==> config.mk <==
export PLATFORM = sky130hd
export DESIGN_NAME = imm_extend_pipe
export DESIGN_NICKNAME = d
export VERILOG_FILES = /design/src/rtl/imm_extend_pipe.sv
export SDC_FILE = /design/constraint.sdc
export NUM_CORES = 1
export LEC_CHECK = 0
export ABC_AREA = 1
export CORE_MARGIN = 4
export CORE_UTILIZATION = 43
export CTS_BUF_LIST = sky130_fd_sc_hd__clkbuf_16
export CTS_CLUSTER_DIAMETER = 60
export DETAILED_ROUTE_END_ITERATION = 8
export HOLD_SLACK_MARGIN = 0.06
export PLACE_DENSITY_LB_ADDON = 0.3
export SYNTH_ARGS = -nofsm -noshare
export SYNTH_HDL_FRONTEND = slang
export SYNTH_SLANG_ARGS = --single-unit
==> constraint.sdc <==
create_clock -name clk -period 2.35 [get_ports clk]
set_input_delay 0.3525 -clock clk [delete_from_list [all_inputs] [get_ports clk]]
set_output_delay 0.3525 -clock clk [all_outputs]
set_load 0.005 [all_outputs]
==> src/rtl/imm_extend_pipe.sv <==
// imm_extend_pipe: two-stage immediate-field extractor/extender for the SPU decode path.
// Ports: clk/rst_n (sync, active-low); in_valid/in_ready + in_instr/in_sel/in_zext/in_repl
// input beat; out_valid/out_ready + out_data/out_err result beat (out_err = illegal in_sel).
// Latency: result visible two cycles after the input is presented; full throughput.
// Backpressure: S2 holds while out_valid && !out_ready, S1 holds when full behind it.
module imm_extend_pipe #(
  parameter int INSTR_W = 32,   // SPU encodings are fixed at 32 bits
  parameter int OUT_W   = 128,  // multiple of SLOT_W, at least 18
  parameter int SLOT_W  = 32    // 16, 32 or 64
) (
  input  logic               clk,
  input  logic               rst_n,
  input  logic               in_valid,
  output logic               in_ready,
  input  logic [INSTR_W-1:0] in_instr,
  input  logic [2:0]         in_sel,
  input  logic               in_zext,
  input  logic               in_repl,
  output logic               out_valid,
  input  logic               out_ready,
  output logic [OUT_W-1:0]   out_data,
  output logic               out_err
);

  // Widest field (I18); every field is held right-justified in this many bits.
  localparam int FW = 18;

  // ---------------------------------------------------------------- handshake
  logic s1_valid;
  logic s2_valid;
  logic s1_load;
  logic s2_load;

  // S1 content moves forward whenever S2 is empty or S2 is draining this cycle.
  assign s2_load   = s1_valid && (!s2_valid || out_ready);
  // Gated with rst_n so nothing is accepted while the reset is being sampled.
  assign in_ready  = rst_n && (!s1_valid || !s2_valid || out_ready);
  assign s1_load   = in_valid && in_ready;
  assign out_valid = s2_valid;

  // ---------------------------------------------------------------- S1 decode
  logic [FW-1:0] dec_field;
  logic [4:0]    dec_len;
  logic          dec_err;

  always_comb begin
    dec_field = '0;
    dec_len   = 5'd0;
    dec_err   = 1'b0;
    case (in_sel)
      3'b000: begin dec_field = {11'b0, in_instr[17:11]}; dec_len = 5'd7;  end
      3'b001: begin dec_field = {8'b0,  in_instr[17:8]};  dec_len = 5'd10; end
      3'b010: begin dec_field = {2'b0,  in_instr[24:9]};  dec_len = 5'd16; end
      3'b011: begin dec_field = in_instr[24:7];           dec_len = 5'd18; end
      3'b100: begin dec_field = {10'b0, in_instr[21:14]}; dec_len = 5'd8;  end
      default: dec_err = 1'b1;
    endcase
  end

  // Instruction bits outside every field position are intentionally ignored.
  logic unused_instr_bits;
  assign unused_instr_bits = ^{in_instr[INSTR_W-1:25], in_instr[6:0]};

  // ---------------------------------------------------------------- S1 registers
  logic [FW-1:0] s1_field;
  logic [4:0]    s1_len;
  logic          s1_zext;
  logic          s1_repl;
  logic          s1_err;

  always_ff @(posedge clk) begin
    if (!rst_n) begin
      s1_valid <= 1'b0;
      s1_field <= '0;
      s1_len   <= 5'd0;
      s1_zext  <= 1'b0;
      s1_repl  <= 1'b0;
      s1_err   <= 1'b0;
    end else if (s1_load) begin
      s1_valid <= 1'b1;
      s1_field <= dec_field;
      s1_len   <= dec_len;
      s1_zext  <= in_zext;
      s1_repl  <= in_repl;
      s1_err   <= dec_err;
    end else if (s2_load) begin
      s1_valid <= 1'b0;
    end
  end

  // ---------------------------------------------------------------- S2 extend
  logic              sgn;
  logic              fill;
  logic [FW-1:0]     ext_field;
  logic [SLOT_W-1:0] slot_val;
  logic [OUT_W-1:0]  full_val;
  logic [OUT_W-1:0]  repl_val;
  logic [OUT_W-1:0]  res;

  always_comb begin
    // Sign bit is the field MSB at position len-1 (len is 0 only for illegal beats).
    sgn = 1'b0;
    for (int i = 0; i < FW; i++) begin
      if (i + 1 == int'(s1_len)) sgn = s1_field[i];
    end
    fill = sgn & ~s1_zext;

    for (int i = 0; i < FW; i++) begin
      ext_field[i] = (i < int'(s1_len)) ? s1_field[i] : fill;
    end

    // With SLOT_W = 16 an I18 field is simply truncated to its low 16 bits.
    slot_val = {SLOT_W{fill}};
    for (int i = 0; i < FW && i < SLOT_W; i++) begin
      slot_val[i] = ext_field[i];
    end

    full_val = {OUT_W{fill}};
    for (int i = 0; i < FW; i++) begin
      full_val[i] = ext_field[i];
    end

    for (int i = 0; i < OUT_W; i++) begin
      repl_val[i] = slot_val[i % SLOT_W];
    end

    if (s1_err)       res = '0;
    else if (s1_repl) res = repl_val;
    else              res = full_val;
  end

  // ---------------------------------------------------------------- S2 registers
  always_ff @(posedge clk) begin
    if (!rst_n) begin
      s2_valid <= 1'b0;
      out_data <= '0;
      out_err  <= 1'b0;
    end else if (s2_load) begin
      s2_valid <= 1'b1;
      out_data <= res;
      out_err  <= s1_err;
    end else if (out_ready) begin
      s2_valid <= 1'b0;
    end
  end

endmodule
==> impl_metrics.yaml, run 1 <==
outcome:
  outcome: "finished, final reports clean"
timing:
  slew_headroom: 0.561
  clock_skew_ns: 0.00647
  final_min_period_over_clock_period: 0.852
  max_slew.worst_pin.slew_ns: 0.659
  hold_viol: 0
  final-max-slew-violation-count: 0
  timing.setup.tns_ns: 0
  final.hold.worst_slack_ns: 0.463
  setup_repair_after_global_routing_missed_its_margin: "false"
  min_period_ns: 2.00
  final-setup-viol-count: 0
  fmaxAchievable_mhz: 499
layout:
  drive_gt1_frac: 0.103
  antennaDiodeCount: 0
  layout.cells.most_common: "sky130_fd_sc_hd__clkdlybuf4s50_1"
  nNetsFinal: 657
  syn2layout_area_growth_pct: 34.6
  most_used_cells_in_the_layout_excluding_fill_and_tap_cells: "157 x sky130_fd_sc_hd__clkdlybuf4s50_1, 149 x sky130_fd_sc_hd__nand2_1, 65 x sky130_fd_sc_hd__dfxtp_1"
setup_path:
  regToRegEndpoint: "out_data[104]"
  worst_ep_arrival_time_ns: 1.65
  worstRegToRegCells: 11
  worst_r2r_startpoint: "s1_len[3]"
  critPathTopFamily: "buffers and inverters"
  critical_path_class: "in2out"
  worst-endpoint-required_ns: 2.00
  worstPathMaxFanout: 3
  cpMaxStageDelayCell: "sky130_fd_sc_hd__clkdlybuf4s50_1"
  beginning_of_the_critical_path: "out_ready"
  critPathLaunchType: "input port"
  worst_path_largest_cell_delay_ns: 0.52
  endpoint_of_the_worst_setup_timing_path: "in_ready"
  cp_num_buf_inv: 3
  cp-end-kind: "output port"
  worstPathCellList: "clkdlybuf4s50_1 > inv_1 > nand2_1 > nor2_1 > nor2_1 > clkdlybuf4s50_1"
  regToRegSetupSlack_ns: 0.59
  critical_path_depth: 6
synth:
  postSynthAreaPerCell_um2: 7.06
  synthDistinctLibCells: 32
  synth_top_area_frac: 0.335
  syn_area_um2: 3880
  synth.net_count: 591
  postSynthCellCount: 550
  synth_warnings: 0
  post_synth_main_area_contributors: "sky130_fd_sc_hd__dfxtp_1 34%, sky130_fd_sc_hd__buf_4 18%, sky130_fd_sc_hd__nand2_1 14%, sky130_fd_sc_hd__a21oi_1 7.0%, sky130_fd_sc_hd__inv_1 3.9%"
  synth_sequential_area_ratio: 0.335
  ys_ff_latch: 65
  synth_area_leader_cell: "sky130_fd_sc_hd__dfxtp_1"
route:
  via_count: 3591
  drt-vias-per-instance: 4.93
  ant_nets: 0
  totalWireLength_um: 9830
  drt_pre_antenna_iters: 5
  drc: 0
  drt_iter0_markers: 179
  wl_per_cell_um: 13.5
clock_tree:
  clock_latency_ns: 0.33
  cts.sink_count: 65
  cts.repair.resized: 0
  hold_buffers: 0
  postCtsSetupRepairBufs: 0
  maximum_buffer_depth_of_the_clock_tree: 2
  clock_tree.htree_level_count: 3
  worst_setup_hold_path_clk_slew_ns: 0.05
  cts_tree: "built"
  clock-root-buffer: "sky130_fd_sc_hd__clkbuf_16"
  cts_buffers: 9
global_routing:
  antenna_violations_before_repair: 0
  wire_length_of_the_first_global_routing_pass_um: 15600
  largest_net_degree_at_the_start_of_global_routing: 60
  globalRouteTotalUtil: 0.183
  global_route_overflow: 0
  first_global_vias: 3246
job:
  drv_cap: 0
placement:
  place.gp.congestion: 0.882
  hpwlAfterDp_um: 7510
  port-buffer-count: 157
floorplanning:
  chipWidth_um: 103
  initial_core_util: 0.443
  dieArea_um2: 10600
  fp.dieH_um: 103
  io_pins: 172
  core.rowCount: 34
  placeableCoreArea_um2: 8760
power:
  power_leakage_nw: 1.93
  vdd_drop_max_uv: 306
  power_per_cell_area_nw_per_um2: 644
hold_path:
  min-delay-path-class: "reg2reg"
==> per-layer routing <==
| metal | share of wire | GRT usage | up-vias |
|---|---|---|---|
| li1 | - | - | 1810 |
| met1 | 0.43 | 0.235 | 1603 |
| met2 | 0.48 | 0.308 | 163 |
| met3 | 0.076 | 0.0372 | 15 |
| met4 | 0.015 | 0.0548 | 0 |
| met5 | 0 | 0 | - |
==> cell families (layout without fill, tap and decap cells) <==
logic type             Yosys count  in the layout  share of synthesized area
flip-flops                      65             65                      0.335
AO/OA/AOI/OAI                  112            112                      0.170
buffers and inverters          154            225                      0.248
AND/OR/NAND/NOR                219            219                      0.246
==> synth_stat cells <==
cell,number
sky130_fd_sc_hd__inv_1,40
sky130_fd_sc_hd__buf_2,2
sky130_fd_sc_hd__inv_2,2
sky130_fd_sc_hd__o211ai_1,2
sky130_fd_sc_hd__o2111ai_1,1
sky130_fd_sc_hd__o21ai_1,3
sky130_fd_sc_hd__a21oi_2,10
sky130_fd_sc_hd__o221ai_1,3
sky130_fd_sc_hd__o21ai_4,1
sky130_fd_sc_hd__nand3_1,25
sky130_fd_sc_hd__o21ai_0,20
sky130_fd_sc_hd__nand2_4,2
sky130_fd_sc_hd__nand2_2,11
sky130_fd_sc_hd__nand3_2,1
sky130_fd_sc_hd__nand2_1,149
sky130_fd_sc_hd__nor2_1,19
sky130_fd_sc_hd__a22oi_1,1
sky130_fd_sc_hd__a21oi_1,54
sky130_fd_sc_hd__nor2_4,1
sky130_fd_sc_hd__nor3_2,2
sky130_fd_sc_hd__buf_4,91
sky130_fd_sc_hd__a31oi_1,1
sky130_fd_sc_hd__nand3_4,1
sky130_fd_sc_hd__a211oi_1,5
sky130_fd_sc_hd__buf_6,2
sky130_fd_sc_hd__or2_2,8
sky130_fd_sc_hd__o31ai_1,1
sky130_fd_sc_hd__dlygate4sd1_1,2
sky130_fd_sc_hd__o22ai_1,10
sky130_fd_sc_hd__dfxtp_1,65
sky130_fd_sc_hd__buf_12,1
sky130_fd_sc_hd__clkbuf_1,14
==> worst reg2reg max path, delay by kind of cell, from the launching register on <==
family | cells | cell delay [ns]
simple gates | 7 | 0.64
flops | 1 | 0.45
buf+inv | 2 | 0.37
compound gates | 2 | 0.21
==> area by class of cell <==
cell class / count / area (µm²)
clock buffers: 9 / 225
clock inverters: 7 / 141
fillers: 782 / 3540
inverters: 42 / 158
multi-input cells: 331 / 1620
flip-flops and latches: 65 / 1300
well taps: 108 / 135
repair buffers: 167 / 1650
==> state kept, by name, indices dropped and copies added (netlist names) <==
name / count
out_err: 1
out_valid: 1
s1_repl: 1
s1_field: 18
s1_valid: 1
s1_err: 1
s1_len: 4
s1_zext: 1
out_data: 37
==> metrics by stage <==
stage / total power, mW / area, µm² / util / setup slack [ns] / cells
2_1_floorplan: 1.56 / 3880 / - / 0.531 / 550
6_report: 3.37 / 5220 / 0.596 / 0.348 / 729
5_1_grt: 3.49 / 5220 / 0.596 / 0.211 / 729
3_3_place_gp: 1.76 / 4860 / 0.554 / 0.309 / 713
4_1_cts: 3.39 / 5220 / 0.596 / 0.322 / 729
3_5_place_dp: 1.77 / 4860 / 0.554 / 0.234 / 713
==> power by group <==
part | total (mW) | internal [mW] | leakage, nW | switching, mW
clock | 1.62 | 1.14 | 0.178 | 0.477
sequential | 1.19 | 1.15 | 0.528 | 0.0377
combinational | 0.556 | 0.270 | 1.22 | 0.286
==> worst min-delay path by stage <==
stage | end | cells after the start | start
global route | out_data[7] | 2 | out_data[7]
finish | out_data[126] | 2 | out_data[126]
CTS | out_data[7] | 2 | out_data[7]
floorplan | s1_field[16] | 2 | s1_field[16]
detailed placement | out_data[7] | 2 | out_data[7]
global placement | out_data[6] | 2 | out_data[6]
Note: power is estimated with default switching activity, not from simulation.
==> run 2, diff against run 1 <==
Settings changed: GPL_TIMING_DRIVEN from default to 0.
==> impl_metrics.yaml, run 2 (same netlist as run 1, synthesis figures left out) <==
setup_path:
  worst_r2r_startpoint: "s1_len[3]"
  cp-end-kind: "output port"
  critPathTopFamily: "buffers and inverters"
  cp_num_buf_inv: 3
  critical_path_class: "in2out"
  worst_path_largest_cell_delay_ns: 0.64
  worstPathMaxFanout: 7
  critPathLaunchType: "input port"
  path_common_cell: "sky130_fd_sc_hd__clkdlybuf4s50_1"
  worstPathCellList: "clkdlybuf4s50_1 > inv_2 > nor2_1 > clkdlybuf4s50_1"
  cpMaxStageDelayCell: "sky130_fd_sc_hd__clkdlybuf4s50_1"
  worstRegToRegCells: 11
  regToRegEndpoint: "out_data[109]"
  worst_ep_arrival_time_ns: 1.83
  worst-endpoint-required_ns: 2.00
  regToRegSetupSlack_ns: 0.62
timing:
  slew_headroom: 0.605
  max_slew.worst_pin.slew_ns: 0.592
  setup_repair_after_global_routing_missed_its_margin: "false"
  hold_viol: 0
  final-setup-viol-count: 0
  min_period_ns: 2.18
  final-max-slew-violation-count: 0
  final_min_period_over_clock_period: 0.927
  clock_skew_ns: 0.00456
  post-route-worst-setup-slack_ns: 0.171
  fmaxAchievable_mhz: 459
clock_tree:
  clock_tree.htree_level_count: 3
  cts_tree: "built"
  cts.sink_count: 65
  worst_setup_hold_path_clk_slew_ns: 0.05
  clock_latency_ns: 0.32
  clock-root-buffer: "sky130_fd_sc_hd__clkbuf_16"
  cts_buffers: 9
  hold_buffers: 0
  maximum_buffer_depth_of_the_clock_tree: 2
floorplanning:
  chipWidth_um: 103
  dieArea_um2: 10600
  core.rowCount: 34
  initial_core_util: 0.443
  fp.dieH_um: 103
  placeableCoreArea_um2: 8760
  io_pins: 172
route:
  drt_pre_antenna_iters: 6
  ant_nets: 0
  totalWireLength_um: 11000
  drc: 0
  wl_per_cell_um: 13.3
  drt_iter0_markers: 255
  via_count: 3966
  drt-vias-per-instance: 4.78
power:
  power_leakage_nw: 2.40
  internal_power_mw: 2.28
  clkPwrFrac: 0.403
  vdd_drop_max_uv: 336
  sw_share: 0.255
  p_switching_mw: 0.783
  power_per_cell_area_nw_per_um2: 522
  combPwrFrac: 0.208
  seq_power_share: 0.389
outcome:
  outcome: "finished, final reports clean"
layout:
  utilization: 0.670
  antennaDiodeCount: 0
  layout.cells.most_common: "sky130_fd_sc_hd__clkdlybuf4s50_1"
  syn2layout_area_growth_pct: 51.2
  drive_gt1_frac: 0.206
  registers.top_by_ff_count: "out_data"
  filler_cell_count: 740
  largest_register_ffs: 37
  nNetsFinal: 759
  largestRegisters: "out_data: 37 flops, s1_field: 18 flops, s1_len: 4 flops"
  most_used_cells_in_the_layout_excluding_fill_and_tap_cells: "157 x sky130_fd_sc_hd__clkdlybuf4s50_1, 149 x sky130_fd_sc_hd__nand2_1, 91 x sky130_fd_sc_hd__buf_4"
placement:
  place.gp.congestion: 0.952
  place_ws_ns: 0.0810
  port-buffer-count: 157
  hpwlAfterDp_um: 8880
hold_path:
  min-delay-path-class: "reg2reg"
  timing.hold.worst_endpoint: "s1_field[2]"
  worst_hold_startpoint: "s1_field[2]"
  number_of_cells_on_the_worst_hold_path: 2
global_routing:
  first_global_vias: 3561
  wire_length_of_the_first_global_routing_pass_um: 17200
  largest_net_degree_at_the_start_of_global_routing: 58
  globalRouteTotalUtil: 0.204
  antenna_violations_before_repair: 0
  global_route_overflow: 0
job:
  drv_cap: 0
## run 2: cell count changes in the layout (fill, tap and decap cells not counted)
cell | previous run | this run
sky130_fd_sc_hd__dfxtp_4 | 0 | 1
sky130_fd_sc_hd__dfxtp_1 | 65 | 64
sky130_fd_sc_hd__bufinv_16 | 4 | 1
sky130_fd_sc_hd__inv_6 | 1 | 0
sky130_fd_sc_hd__clkinv_1 | 1 | 0
sky130_fd_sc_hd__clkbuf_1 | 0 | 14
sky130_fd_sc_hd__buf_6 | 0 | 2
sky130_fd_sc_hd__inv_1 | 40 | 42
sky130_fd_sc_hd__dlygate4sd1_1 | 0 | 2
sky130_fd_sc_hd__buf_4 | 10 | 91
sky130_fd_sc_hd__buf_12 | 0 | 1
sky130_fd_sc_hd__clkinv_4 | 1 | 0
sky130_fd_sc_hd__clkinv_2 | 0 | 3
sky130_fd_sc_hd__buf_2 | 0 | 2
## run 2: stage by stage
step                std cells  TNS [ns]  power [mW]  cell area [µm²]  hold slack (ns)
finish                    830         0        3.07             5870            0.466
global route              830         0        3.20             5870            0.489
CTS                       830         0        3.08             5870            0.463
detailed placement        815         0        1.85             5590            0.456
global placement          815     -7.82        1.84             5590            0.455
floorplan                 550         0        1.56             3880            0.437
## run 2: worst register-to-register path, stage by stage, from the launching register on
cell and delay (ns):
sky130_fd_sc_hd__dfxtp_1 0.47, sky130_fd_sc_hd__inv_2 0.12, sky130_fd_sc_hd__nand2_1 0.09, sky130_fd_sc_hd__nand3_1 0.07, sky130_fd_sc_hd__nand3_1 0.10, sky130_fd_sc_hd__nand3_2 0.09
sky130_fd_sc_hd__nand2_4 0.11, sky130_fd_sc_hd__nand3_4 0.09, sky130_fd_sc_hd__o21ai_4 0.15, sky130_fd_sc_hd__buf_12 0.19, sky130_fd_sc_hd__nand2_2 0.06, sky130_fd_sc_hd__a21oi_2 0.11
## run 2: layout make-up
| cell class | count | area (µm²) | share of cell area |
|---|---|---|---|
| plain buffers | 112 | 806 | 0.137 |
| clock buffers | 9 | 225 | 0.0384 |
| clock inverters | 6 | 52.6 | 0.00895 |
| inverters | 42 | 158 | 0.0269 |
| multi-input cells | 331 | 1620 | 0.275 |
| flip-flops and latches | 65 | 1310 | 0.222 |
| well taps | 108 | 135 | 0.0230 |
| repair buffers | 157 | 1570 | 0.268 |
## run 2: worst max-delay path by stage
| stage | startpoint | endpoint | depth (start not counted) |
|---|---|---|---|
| 5_1_grt | rst_n | in_ready | 4 |
| 3_3_place_gp | out_data[126] | out_data[90] | 2 |
| 2_1_floorplan | out_data[126] | out_data[114] | 1 |
| 4_1_cts | rst_n | in_ready | 4 |
| 3_5_place_dp | rst_n | out_data[9] | 5 |
| 6_report | rst_n | in_ready | 4 |
## run 2: power groups by stage
stage               Combinational (mW)  Clock [mW]  Sequential [mW]
finish                           0.639        1.23             1.19
global route                     0.699        1.30             1.20
CTS                              0.639        1.25             1.19
detailed placement               0.635           0             1.22
global placement                 0.627           0             1.21
floorplan                        0.352           0             1.21
## run 2: routing by layer
metal  vias up  track usage  wire length, µm  share of wire
met2       161        0.365             5580           0.51
met5         -            0                0              0
li1       2020            -                -              -
met4         0       0.0757              216          0.020
met1      1763        0.242             4420           0.40
met3        22       0.0386              828          0.075
## run 2: repair_timing
| item | 4_1_cts | 5_1_grt |
|---|---|---|
| setup endpoints to repair | 52 | 0 |
| buffers inserted | 0 | 0 |
| gates resized for setup | 1 | 0 |
